**src/rtl/cmp_ctrl_pkg.sv**
```systemverilog
// Shared types and constants for the serial magnitude-compare controller.
// The early-exit variant is selected with the CMP_EARLY_EXIT_EN macro.
package cmp_ctrl_pkg;

    // Width of the one shared compare slice.
    localparam int CMP_CHUNK = 3;

    typedef enum logic [1:0] {
        CMP_IDLE,
        CMP_COMPARE,
        CMP_DONE
    } cmp_state_t;

    // Sticky compare outcome. It stays EQ until the first differing chunk.
    typedef enum logic [1:0] {
        CMP_RES_EQ,
        CMP_RES_LT,
        CMP_RES_GT
    } cmp_res_t;

endpackage

```
**src/rtl/mag_cmp_slice.sv**
```systemverilog
// Combinational 3-bit unsigned magnitude compare.
// Per-bit less/greater/equal terms are resolved by an MSB-first priority cascade.
import cmp_ctrl_pkg::*;

module mag_cmp_slice (
    input  logic [CMP_CHUNK-1:0] a,
    input  logic [CMP_CHUNK-1:0] b,
    output logic                 lt,
    output logic                 gt,
    output logic                 eq
);

    logic [CMP_CHUNK-1:0] bl, bg, be;

    // Per-bit terms.
    for (genvar i = 0; i < CMP_CHUNK; i++) begin : g_bit
        assign bl[i] = ~a[i] &  b[i];
        assign bg[i] =  a[i] & ~b[i];
        assign be[i] = ~(a[i] ^ b[i]);
    end

    // MSB-priority cascade: a lower bit only decides if every higher bit matched.
    always_comb begin
        logic eq_run;
        lt     = 1'b0;
        gt     = 1'b0;
        eq_run = 1'b1;
        for (int i = CMP_CHUNK - 1; i >= 0; i--) begin
            lt     = lt | (eq_run & bl[i]);
            gt     = gt | (eq_run & bg[i]);
            eq_run = eq_run & be[i];
        end
        eq = eq_run;
    end

endmodule

```
**src/rtl/serial_mag_cmp_ctrl.sv**
```systemverilog
// Serial unsigned magnitude comparator. It steps one 3-bit slice over the
// operand chunks, MSB chunk first, and uses a start/busy/done handshake.
// Optional build macro CMP_EARLY_EXIT_EN: finish on the first differing chunk.
// Without it, every compare takes a fixed NCHUNK+1 cycles.
import cmp_ctrl_pkg::*;

module serial_mag_cmp_ctrl #(
    parameter int WIDTH = 12,
    parameter int CHUNK = CMP_CHUNK
) (
    input  logic             clk,
    input  logic             rst,
    input  logic             start,
    input  logic [WIDTH-1:0] a,
    input  logic [WIDTH-1:0] b,
    output logic             busy,
    output logic             done,
    output logic             lesser,
    output logic             greater,
    output logic             equal
);

    localparam int NCHUNK = WIDTH / CHUNK;
    localparam int IDXW   = (NCHUNK > 1) ? $clog2(NCHUNK) : 1;

    // Parameter sanity checks at elaboration time.
    if ((WIDTH % CHUNK) != 0) begin : g_width_chk
        $error("serial_mag_cmp_ctrl: WIDTH must be a multiple of CHUNK");
    end
    if (CHUNK != CMP_CHUNK) begin : g_chunk_chk
        $error("serial_mag_cmp_ctrl: CHUNK is fixed by the slice width");
    end

    cmp_state_t       state, state_nxt;
    cmp_res_t         res, res_nxt;
    logic [IDXW-1:0]  idx;
    logic [WIDTH-1:0] a_q, b_q;
    logic             s_lt, s_gt, s_eq;

    // Only the latched operand copies reach the slice.
    mag_cmp_slice u_slice (
        .a  (a_q[idx*CHUNK +: CHUNK]),
        .b  (b_q[idx*CHUNK +: CHUNK]),
        .lt (s_lt),
        .gt (s_gt),
        .eq (s_eq)
    );

    assign busy = (state != CMP_IDLE);
    assign done = (state == CMP_DONE);

    // Sticky result update: only the first differing chunk is recorded.
    always_comb begin
        res_nxt = res;
        if (state == CMP_COMPARE && res == CMP_RES_EQ && !s_eq)
            res_nxt = s_lt ? CMP_RES_LT : CMP_RES_GT;
    end

    // State register.
    always_ff @(posedge clk) begin
        if (rst) state <= CMP_IDLE;
        else     state <= state_nxt;
    end

    // Next-state logic.
    always_comb begin
        state_nxt = state;
        case (state)
            CMP_IDLE:    if (start) state_nxt = CMP_COMPARE;
            CMP_COMPARE: begin
                if (idx == '0)
                    state_nxt = CMP_DONE;
`ifdef CMP_EARLY_EXIT_EN
                else if (res == CMP_RES_EQ && !s_eq)
                    state_nxt = CMP_DONE;
`endif
            end
            CMP_DONE:    state_nxt = CMP_IDLE;
            default:     state_nxt = CMP_IDLE;
        endcase
    end

    // Operand capture, chunk down-counter, sticky flag and held results.
    always_ff @(posedge clk) begin
        if (rst) begin
            a_q     <= '0;
            b_q     <= '0;
            idx     <= '0;
            res     <= CMP_RES_EQ;
            lesser  <= 1'b0;
            greater <= 1'b0;
            equal   <= 1'b0;
        end else begin
            case (state)
                CMP_IDLE: begin
                    if (start) begin
                        a_q     <= a;
                        b_q     <= b;
                        idx     <= IDXW'(NCHUNK - 1);
                        res     <= CMP_RES_EQ;
                        lesser  <= 1'b0;
                        greater <= 1'b0;
                        equal   <= 1'b0;
                    end
                end
                CMP_COMPARE: begin
                    res <= res_nxt;
                    if (idx != '0) idx <= idx - 1'b1;
                    // Results are published as DONE is entered, so they are valid with done.
                    if (state_nxt == CMP_DONE) begin
                        lesser  <= (res_nxt == CMP_RES_LT);
                        greater <= (res_nxt == CMP_RES_GT);
                        equal   <= (res_nxt == CMP_RES_EQ);
                    end
                end
                default: ;
            endcase
        end
    end

endmodule

```
**config.mk**
```make
export PLATFORM = sky130hd
export DESIGN_NAME = serial_mag_cmp_ctrl
export DESIGN_NICKNAME = d
export VERILOG_FILES = /design/src/rtl/cmp_ctrl_pkg.sv /design/src/rtl/mag_cmp_slice.sv /design/src/rtl/serial_mag_cmp_ctrl.sv
export SDC_FILE = /design/constraint.sdc
export NUM_CORES = 1
export LEC_CHECK = 0
export BUFFER_PORTS_ARGS = -buffer_cell sky130_fd_sc_hd__buf_2
export CORE_MARGIN = 3
export CORE_UTILIZATION = 40
export CTS_BUF_LIST = sky130_fd_sc_hd__clkbuf_4 sky130_fd_sc_hd__clkbuf_8
export DETAILED_ROUTE_END_ITERATION = 10
export GPL_TIMING_DRIVEN = 0
export PLACE_DENSITY = 0.65
export SLEW_MARGIN = 20
export SYNTH_ARGS = -nofsm -noshare
export SYNTH_HDL_FRONTEND = slang
export SYNTH_SLANG_ARGS = --single-unit
```
**constraint.sdc**
```tcl
create_clock -name clk -period 2.4 [get_ports clk]
set_input_delay 0.48 -clock clk [delete_from_list [all_inputs] [get_ports clk]]
set_output_delay 0.48 -clock clk [all_outputs]
set_load 0.05 [all_outputs]
```
==> reports/results.ini, run 1 <==
[drt]
via_count=1298
wirelength_um=3296
drc=0
postRouteAntennaNets=0
wire_per_inst_um=12.93
via_per_inst=5.090
first_iter_violations=70
drtPass1Iterations=4

[floorplan]
die_h_um=67.68
die_w_um=67.68
start_util_pct=43.54
rows=21
core_mm2=0.003495
io_pins=32
dieArea_mm2=0.004580

[clock_network]
post_cts_buffers=0
clock_latency_ns=0.28
cts_root_buffer=clkbuf_8
clockBufferDepth=2
numCtsBuffers=5
clock-sinks=33
clk_pin_slew_ns=0.07
cts_tree=done
cts_htree_levels=2

[synth]
ys_seq_area_share_pct=43.42
ys.flop_type=dfxtp_1
ys_ff_latch=33
syn_area_mm2=0.001521
syn_inst=171
syn_area_per_cell_um2=8.897
synth_edf_count=0
synth_warnings=0
syn-num-nets=202
async_flop_share_pct=0
ys_types=35

[power]
power_leakage_nw=0.7596
peakVddDrop_mv=0.3232
powerDensity_mw_per_mm2=811.8

[grt]
antenna_found_initial=0
grt_pass1_vias=1176
grt_max_degree=11
grt_use_total_pct=16.37
overflow=0
grt_pass1_wl_um=5464

[outcome]
status=finished, final reports clean

[sta]
rsz0062_at_grt=false
finClkSkew_ns=0.005639
final.period_utilization_pct=91.74
period_needed_ns=2.202
hold_violations=0
setup_viol=0
fmax_mhz=454.2
relSlewSlack_pct=68.74
setup_slack_ns=0.1983
fin_setup_tns_ns=0
slew_violations=0
tightestPinTransition_ns=0.4689

[flow_run]
maxCapViolCount=0

[placement]
dp_slack_ns=0.1500
place.gp.congestion=0.7625
port-buffer-count=30
placed_area_mm2=0.001729
hpwlAfterDp_um=2483
dpl.cell_count=247

[final_layout]
num_antenna_cells=0
nNetsFinal=239
fin_cells=255
area_growth_pct=21.71
final_area_mm2=0.001852
utilization_pct=52.99
final_common_cell=nand2_1
drive_above_1_share_pct=26.79
final_cell_mix=nand2_1, dfxtp_1, buf_2

[critical_path]
cp.arrival_ns=2.41
path_class=flop to flop
critPathMaxFanout=9
crit_required_ns=2.61
cp-end-kind=flop
critPathLaunchType=flop

[min_path]
min_path_type=input pin to flop

-- power breakdown --
group | switching [mW] | total, mW | internal (mW)
combinational | 0.190 | 0.336 | 0.145
clock | 0.201 | 0.551 | 0.350
sequential | 0.0246 | 0.617 | 0.593
-- worst paths after layout --
kind / from / endpoint / slack (ns) / depth (start not counted)
max: idx[0]$_SDFFE_PP0P_ / res[0]$_SDFFE_PP0P_ / 0.20 / 6
min: b[11] / b_q[11]$_SDFFE_PP0P_ / 0.43 / 3
max reg2reg: idx[0]$_SDFFE_PP0P_ / res[0]$_SDFFE_PP0P_ / 0.20 / 6
min reg2reg: a_q[9]$_SDFFE_PP0P_ / a_q[9]$_SDFFE_PP0P_ / 0.46 / 2
-- routing by layer --
layer	vias up	share of wire [%]	global-route usage (%)
li1	667	-	-
met5	-	0	0
met2	41	49	24.54
met3	4	5.2	5.491
met4	0	0.70	7.848
met1	586	45	20.99
-- stage by stage --
stage                     power, mW  hold WS, ns
after floorplan              0.8788       0.4331
after global placement       0.9529       0.4421
after detailed placement     0.9643       0.4458
after CTS                     1.512       0.4235
after global routing          1.582       0.4261
final                         1.503       0.4284
-- flip-flops by register name, summed over array words and instances, names as in the netlist --
name / flops
a_q: 12
b_q: 12
idx: 2
res: 2
state: 2
equal: 1
greater: 1
lesser: 1
-- repair_timing --
item	CTS	global route
resized for setup	0	1
hold buffers	0	0
setup endpoints to repair	0	1
-- worst max-delay path, stage by stage (launching register included) --
cell	delay, ns
dfxtp_1	0.31
clkbuf_4	0.22
mux4_2	0.53
ha_1	0.35
and3_1	0.20
a2111o_1	0.38
a21oi_1	0.14
-- cells by family (layout without fill, tap and decap cells) --
family	Yosys count	count (layout)	synth area share, %
and+or+nand+nor	70	70	21.79
AOI/OAI and AO/OA	38	38	15.30
DFF	33	33	43.42
buffers and inverters	19	57	6.660
muxes	7	7	9.540
adders and majority gates	4	4	3.290
-- cell usage after synthesis (2+ instances only) --
cell type,n,share of area (%)
nand2_1,50,12
dfxtp_1,33,43
a21oi_1,27,8.9
inv_1,6,1.5
mux4_2,6,8.9
clkbuf_1,4,0.99
ha_1,4,3.3
buf_2,3,0.99
buf_4,3,1.5
nor3_1,3,0.99
o211ai_1,3,1.5
a211oi_1,2,0.99
buf_6,2,1.5
nand3_1,2,0.66
nor2_1,2,0.49
nor3b_1,2,0.99
-- area by class of cell --
type / count / area, um^2
fillers: 341 / 1643
well taps: 46 / 57.56
inverters: 6 / 22.52
clock inverters: 1 / 30.03
clock buffers: 7 / 90.09
plain buffers: 13 / 81.33
multi-input cells: 119 / 759.5
repair buffers: 30 / 150.1
flip-flops and latches: 33 / 660.6
(Power assumes the default switching activity.)
==> inputs of run 2 (changes only) <==
--- a/config.mk
+++ b/config.mk
@@ -7,11 +7,12 @@
 export LEC_CHECK = 0
 export BUFFER_PORTS_ARGS = -buffer_cell sky130_fd_sc_hd__buf_2
 export CORE_MARGIN = 3
-export CORE_UTILIZATION = 40
+export CORE_UTILIZATION = 56
 export CTS_BUF_LIST = sky130_fd_sc_hd__clkbuf_4 sky130_fd_sc_hd__clkbuf_8
 export DETAILED_ROUTE_END_ITERATION = 10
 export GPL_TIMING_DRIVEN = 0
-export PLACE_DENSITY = 0.65
+export PLACE_DENSITY = 0.85
+export RECOVER_POWER = 50
 export SLEW_MARGIN = 20
 export SYNTH_ARGS = -nofsm -noshare
 export SYNTH_HDL_FRONTEND = slang
==> run 2 against run 1 <==
  * Critical path depth is the same
  * Largest power group unchanged
  * Clock skew grew 0.011 ns
  * Critical path type unchanged
  * Die area shrank 26%
  * Highest routed layer unchanged
  * Design area decreased by 5.3%
==> reports/results.ini, run 2 (same netlist as run 1, synthesis figures left out) <==
[final_layout]
nNetsFinal=239
num_antenna_cells=0
utilization_pct=69.54
drive_above_1_share_pct=23.92
reg_top3=a_q x12, b_q x12
area_growth_pct=15.30
final_common_cell=nand2_1
final_cell_mix=nand2_1, dfxtp_1, buf_2

[power]
p_total_mw=1.307
power_leakage_nw=0.7138
switching_share_pct=31.29
peakVddDrop_mv=0.6137
comb_power_share_pct=25.1
seqPwrFrac_pct=47.1
p_int_uw=898.4
p_switching_uw=409.1
powerDensity_mw_per_mm2=745.3
clock_power_share_pct=27.8

[sta]
setup_viol=0
final.period_utilization_pct=93.05
finClkSkew_ns=0.01654
fin_setup_tns_ns=0
hold_violations=0
period_needed_ns=2.233
rsz0062_at_grt=false
tightestPinTransition_ns=0.9509
fmax_mhz=447.8
slew_violations=0
relSlewSlack_pct=36.47

[clock_network]
clock_latency_ns=0.35
cts_htree_levels=2
clockBufferDepth=2
post_cts_buffers=0
cts_root_buffer=clkbuf_4
cts_tree=done
clock-sinks=33
numCtsBuffers=5
post_cts_resized=0
cts_hold_buffers=0
clk_pin_slew_ns=0.11

[floorplan]
start_util_pct=60.32
core_mm2=0.002522
die_w_um=58.13
rows=18
io_pins=32
dieArea_mm2=0.003379
die_h_um=58.13

[critical_path]
crit_required_ns=2.69
critPathLaunchType=flop
max_stage_delay_ns=0.55
path_class=flop to flop
critPathMaxFanout=9
cp-end-kind=flop
path_cells=buf_2, mux4_2, ha_1, and3_1, a2111o_1, a21oi_1
slowest_stage=mux4_2
r2r_slack_ns=0.17
cp.arrival_ns=2.52

[outcome]
status=finished, final reports clean

[grt]
grt_max_degree=11
grt_use_total_pct=21.77
overflow=0
grt_pass1_wl_um=5630
grt_pass1_vias=1355
antenna_found_initial=0

[drt]
drc=0
via_count=1354
wire_per_inst_um=13.90
postRouteAntennaNets=0
drtPass1Iterations=4
via_per_inst=5.665
wirelength_um=3323
first_iter_violations=42

[placement]
port-buffer-count=30
hpwlAfterDp_um=2460
place.gp.congestion=0.8202

[flow_run]
maxCapViolCount=0

[min_path]
min_path_type=input pin to flop

run 2: changes by cell type in the layout (fill, tap and decap cells not counted), sizes merged:
cell    change
buf         -5
clkbuf      +5
bufinv      -1
clkinv      +1
run 2: path summary, 6_finish.rpt:
| check | from | endpoint | depth (start not counted) |
|---|---|---|---|
| max | idx[0]$_SDFFE_PP0P_ | res[0]$_SDFFE_PP0P_ | 6 |
| min reg2reg | a_q[4]$_SDFFE_PP0P_ | a_q[4]$_SDFFE_PP0P_ | 2 |
| min | a[11] | a_q[11]$_SDFFE_PP0P_ | 3 |
| max reg2reg | idx[0]$_SDFFE_PP0P_ | res[0]$_SDFFE_PP0P_ | 6 |
run 2: metal layers:
layer | global-route usage [%] | wire length (um) | vias up
met3 | 6.682 | 264 | 8
met1 | 24.19 | 1339 | 623
met2 | 38.06 | 1660 | 57
li1 | - | - | 666
met5 | 0 | 0 | -
met4 | 9.603 | 59 | 0
run 2: worst max-delay path: cells and delay by family, from the launching register on:
kind | cells | cell delay (ns)
muxes | 1 | 0.55
AOI/OAI and AO/OA | 2 | 0.51
adders and majority gates | 1 | 0.35
DFF | 1 | 0.31
buffers and inverters | 1 | 0.25
and+or+nand+nor | 1 | 0.21
run 2: metrics by stage:
step	area [um^2]	hold WS, ns	instances	setup slack [ns]
final	1754	0.3606	239	0.1668
after global routing	1754	0.3604	239	0.06214
after CTS	1779	0.3549	239	0.1408
after detailed placement	1709	0.4477	231	0.1691
after global placement	1709	0.4414	231	0.1793
after floorplan	1521	0.4331	171	0.3084
run 2: final cells by class:
| class | instances | area (um^2) |
|---|---|---|
| fillers | 201 | 768.2 |
| multi-input cells | 119 | 748.2 |
| flip-flops and latches | 33 | 660.6 |
| repair buffers | 30 | 146.4 |
| plain buffers | 13 | 68.82 |
| clock buffers | 7 | 65.06 |
| well taps | 30 | 37.54 |
| inverters | 6 | 22.52 |
| clock inverters | 1 | 5.005 |
run 2: power by group through the flow:
stage / Clock, mW / Sequential (mW) / Combinational [mW]
final: 0.363 / 0.616 / 0.328
after global routing: 0.389 / 0.621 / 0.362
after CTS: 0.365 / 0.617 / 0.336
after detailed placement: 0 / 0.629 / 0.333
after global placement: 0 / 0.626 / 0.321
after floorplan: 0 / 0.634 / 0.245
==> inputs of run 3 (changes only) <==
--- a/config.mk
+++ b/config.mk
@@ -5,13 +5,13 @@
 export SDC_FILE = /design/constraint.sdc
 export NUM_CORES = 1
 export LEC_CHECK = 0
-export BUFFER_PORTS_ARGS = -buffer_cell sky130_fd_sc_hd__buf_2
 export CORE_MARGIN = 3
-export CORE_UTILIZATION = 56
+export CORE_UTILIZATION = 64
 export CTS_BUF_LIST = sky130_fd_sc_hd__clkbuf_4 sky130_fd_sc_hd__clkbuf_8
 export DETAILED_ROUTE_END_ITERATION = 10
+export DONT_BUFFER_PORTS = 1
 export GPL_TIMING_DRIVEN = 0
-export PLACE_DENSITY = 0.85
+export PLACE_DENSITY = 0.83
 export RECOVER_POWER = 50
 export SLEW_MARGIN = 20
 export SYNTH_ARGS = -nofsm -noshare
==> run 3 against run 2 <==
  * Flip-flop and latch count unchanged
  * Design area fell by 10%
  * Clock-buffer cell count stayed put
  * Clock skew fell by 0.012 ns
  * Via count decreased by 12%
  * Global-route usage rose by 1.3 points
  * First-iteration DRC count is 26% lower
  * Clock power is 13% lower
  * Critical path depth did not move
  * Non-clock buffer count fell by 30
  * Critical path type unchanged
  * Critical endpoint unchanged
  * Largest cell class unchanged
==> reports/results.ini, run 3 (same netlist as run 1, synthesis figures left out) <==
[critical_path]
cp.buffers_inverters=1
reg2regPathDepth=6
path_class=flop to flop
critPathMaxFanout=9
r2r_slack_ns=0.12
cp.arrival_ns=2.54
cp-end-kind=flop
path_cells=buf_2, mux4_2, ha_1, and3_1, a2111o_1, a21oi_1
crit_required_ns=2.66
slowest_stage=mux4_2
reg2reg_from=idx[0]$_SDFFE_PP0P_
critPathLaunchType=flop
crit_family=multiplexers
r2r-end=res[0]$_SDFFE_PP0P_
max_stage_delay_ns=0.55

[sta]
relSlewSlack_pct=38.37
rsz0062_at_grt=false
tightestPinTransition_ns=0.9226
period_needed_ns=2.280
hold_violations=0
setup_slack_ns=0.1199
slew_violations=0
fin_setup_tns_ns=0
finClkSkew_ns=0.004160
fmax_mhz=438.6
setup_viol=0
final.period_utilization_pct=95.01

[power]
powerDensity_mw_per_mm2=777.1
p_switching_uw=370.5
seqPwrFrac_pct=51.3
power_leakage_nw=0.5803
comb_power_share_pct=22.8
peakVddDrop_mv=0.6970
clock_power_share_pct=25.9
switching_share_pct=30.24
p_int_uw=854.7

[min_path]
min_from=b[0]
min_to=b_q[0]$_SDFFE_PP0P_
min_path_type=input pin to flop
holdPathStages=2

[drt]
drtPass1Iterations=4
wire_per_inst_um=14.33
via_per_inst=5.816
first_iter_violations=31
postRouteAntennaNets=0
wirelength_um=2952
via_count=1198
drc=0

[floorplan]
die_w_um=54.76
rows=17
core_mm2=0.002233
io_pins=32
start_util_pct=68.12
die_h_um=54.76
dieArea_mm2=0.002998

[flow_run]
maxCapViolCount=0

[clock_network]
cts_hold_buffers=0
numCtsBuffers=5
clock_latency_ns=0.32
clock-sinks=33
post_cts_resized=0
cts_htree_levels=2
clockBufferDepth=2
post_cts_buffers=0
cts_root_buffer=clkbuf_4
cts_tree=done
clk_pin_slew_ns=0.09

[final_layout]
reg_top3=a_q x12, b_q x12
final_common_cell=nand2_1
final_cell_mix=nand2_1, dfxtp_1, a21oi_1
utilization_pct=70.59
drive_above_1_share_pct=10.11
num_antenna_cells=0
nNetsFinal=209
num-fill-cells=187
area_growth_pct=3.618

[grt]
overflow=0
grt_use_total_pct=23.10
grt_pass1_wl_um=4726
grt_use_met2_pct=36.61
grt_max_degree=11
met3_usage_pct=5.722
busiest_layer=met2
grt_pass1_vias=1083
met1_usage_pct=28.01
antenna_found_initial=0

[placement]
hpwlAfterDp_um=2270
dp_slack_ns=0.1390
place.gp.congestion=0.8125
port-buffer-count=0

[outcome]
status=finished, final reports clean

-- run 3: stage by stage --
step           instances  power (mW)  hold slack, ns  area [um^2]
2_1_floorplan        171      0.8788          0.4331         1521
3_3_place_gp         199      0.9214          0.4419         1556
3_5_place_dp         199      0.9373          0.4480         1556
4_1_cts              206       1.251          0.2660         1615
5_1_grt              206       1.312          0.2489         1577
6_report             206       1.225          0.2777         1577
-- run 3: area by class of cell --
cell class / instances / area [um^2] / share of cell area, %
tap: 28 / 35.03 / 2.222
multi-input combinational: 119 / 748.2 / 47.46
buffer: 13 / 51.30 / 3.254
sequential: 33 / 660.6 / 41.90
clock buffer: 7 / 58.81 / 3.730
inverter: 6 / 22.52 / 1.429
-- run 3: worst max path at each step --
stage | from | end | depth (start not counted) | slack, ns
after global routing | idx[0]$_SDFFE_PP0P_ | res[0]$_SDFFE_PP0P_ | 6 | 0.003
after CTS | idx[0]$_SDFFE_PP0P_ | res[0]$_SDFFE_PP0P_ | 6 | 0.11
final | idx[0]$_SDFFE_PP0P_ | res[0]$_SDFFE_PP0P_ | 6 | 0.12
after floorplan | idx[0]$_SDFFE_PP0P_ | res[0]$_SDFFE_PP0P_ | 6 | 0.31
after global placement | idx[0]$_SDFFE_PP0P_ | res[0]$_SDFFE_PP0P_ | 6 | 0.18
after detailed placement | idx[0]$_SDFFE_PP0P_ | res[0]$_SDFFE_PP0P_ | 6 | 0.14
-- run 3: power groups by stage --
stage / clock network [mW] / logic [mW] / registers, mW
CTS: 0.325 / 0.296 / 0.629
floorplan: 0 / 0.245 / 0.634
global placement: 0 / 0.282 / 0.639
global route: 0.363 / 0.314 / 0.635
finish: 0.317 / 0.280 / 0.628
detailed placement: 0 / 0.295 / 0.642
-- run 3: layer usage --
metal | vias to the layer above | share of wire, %
met2 | 42 | 50
met5 | - | 0
li1 | 606 | -
met3 | 6 | 6.9
met1 | 544 | 42
met4 | 0 | 1.8
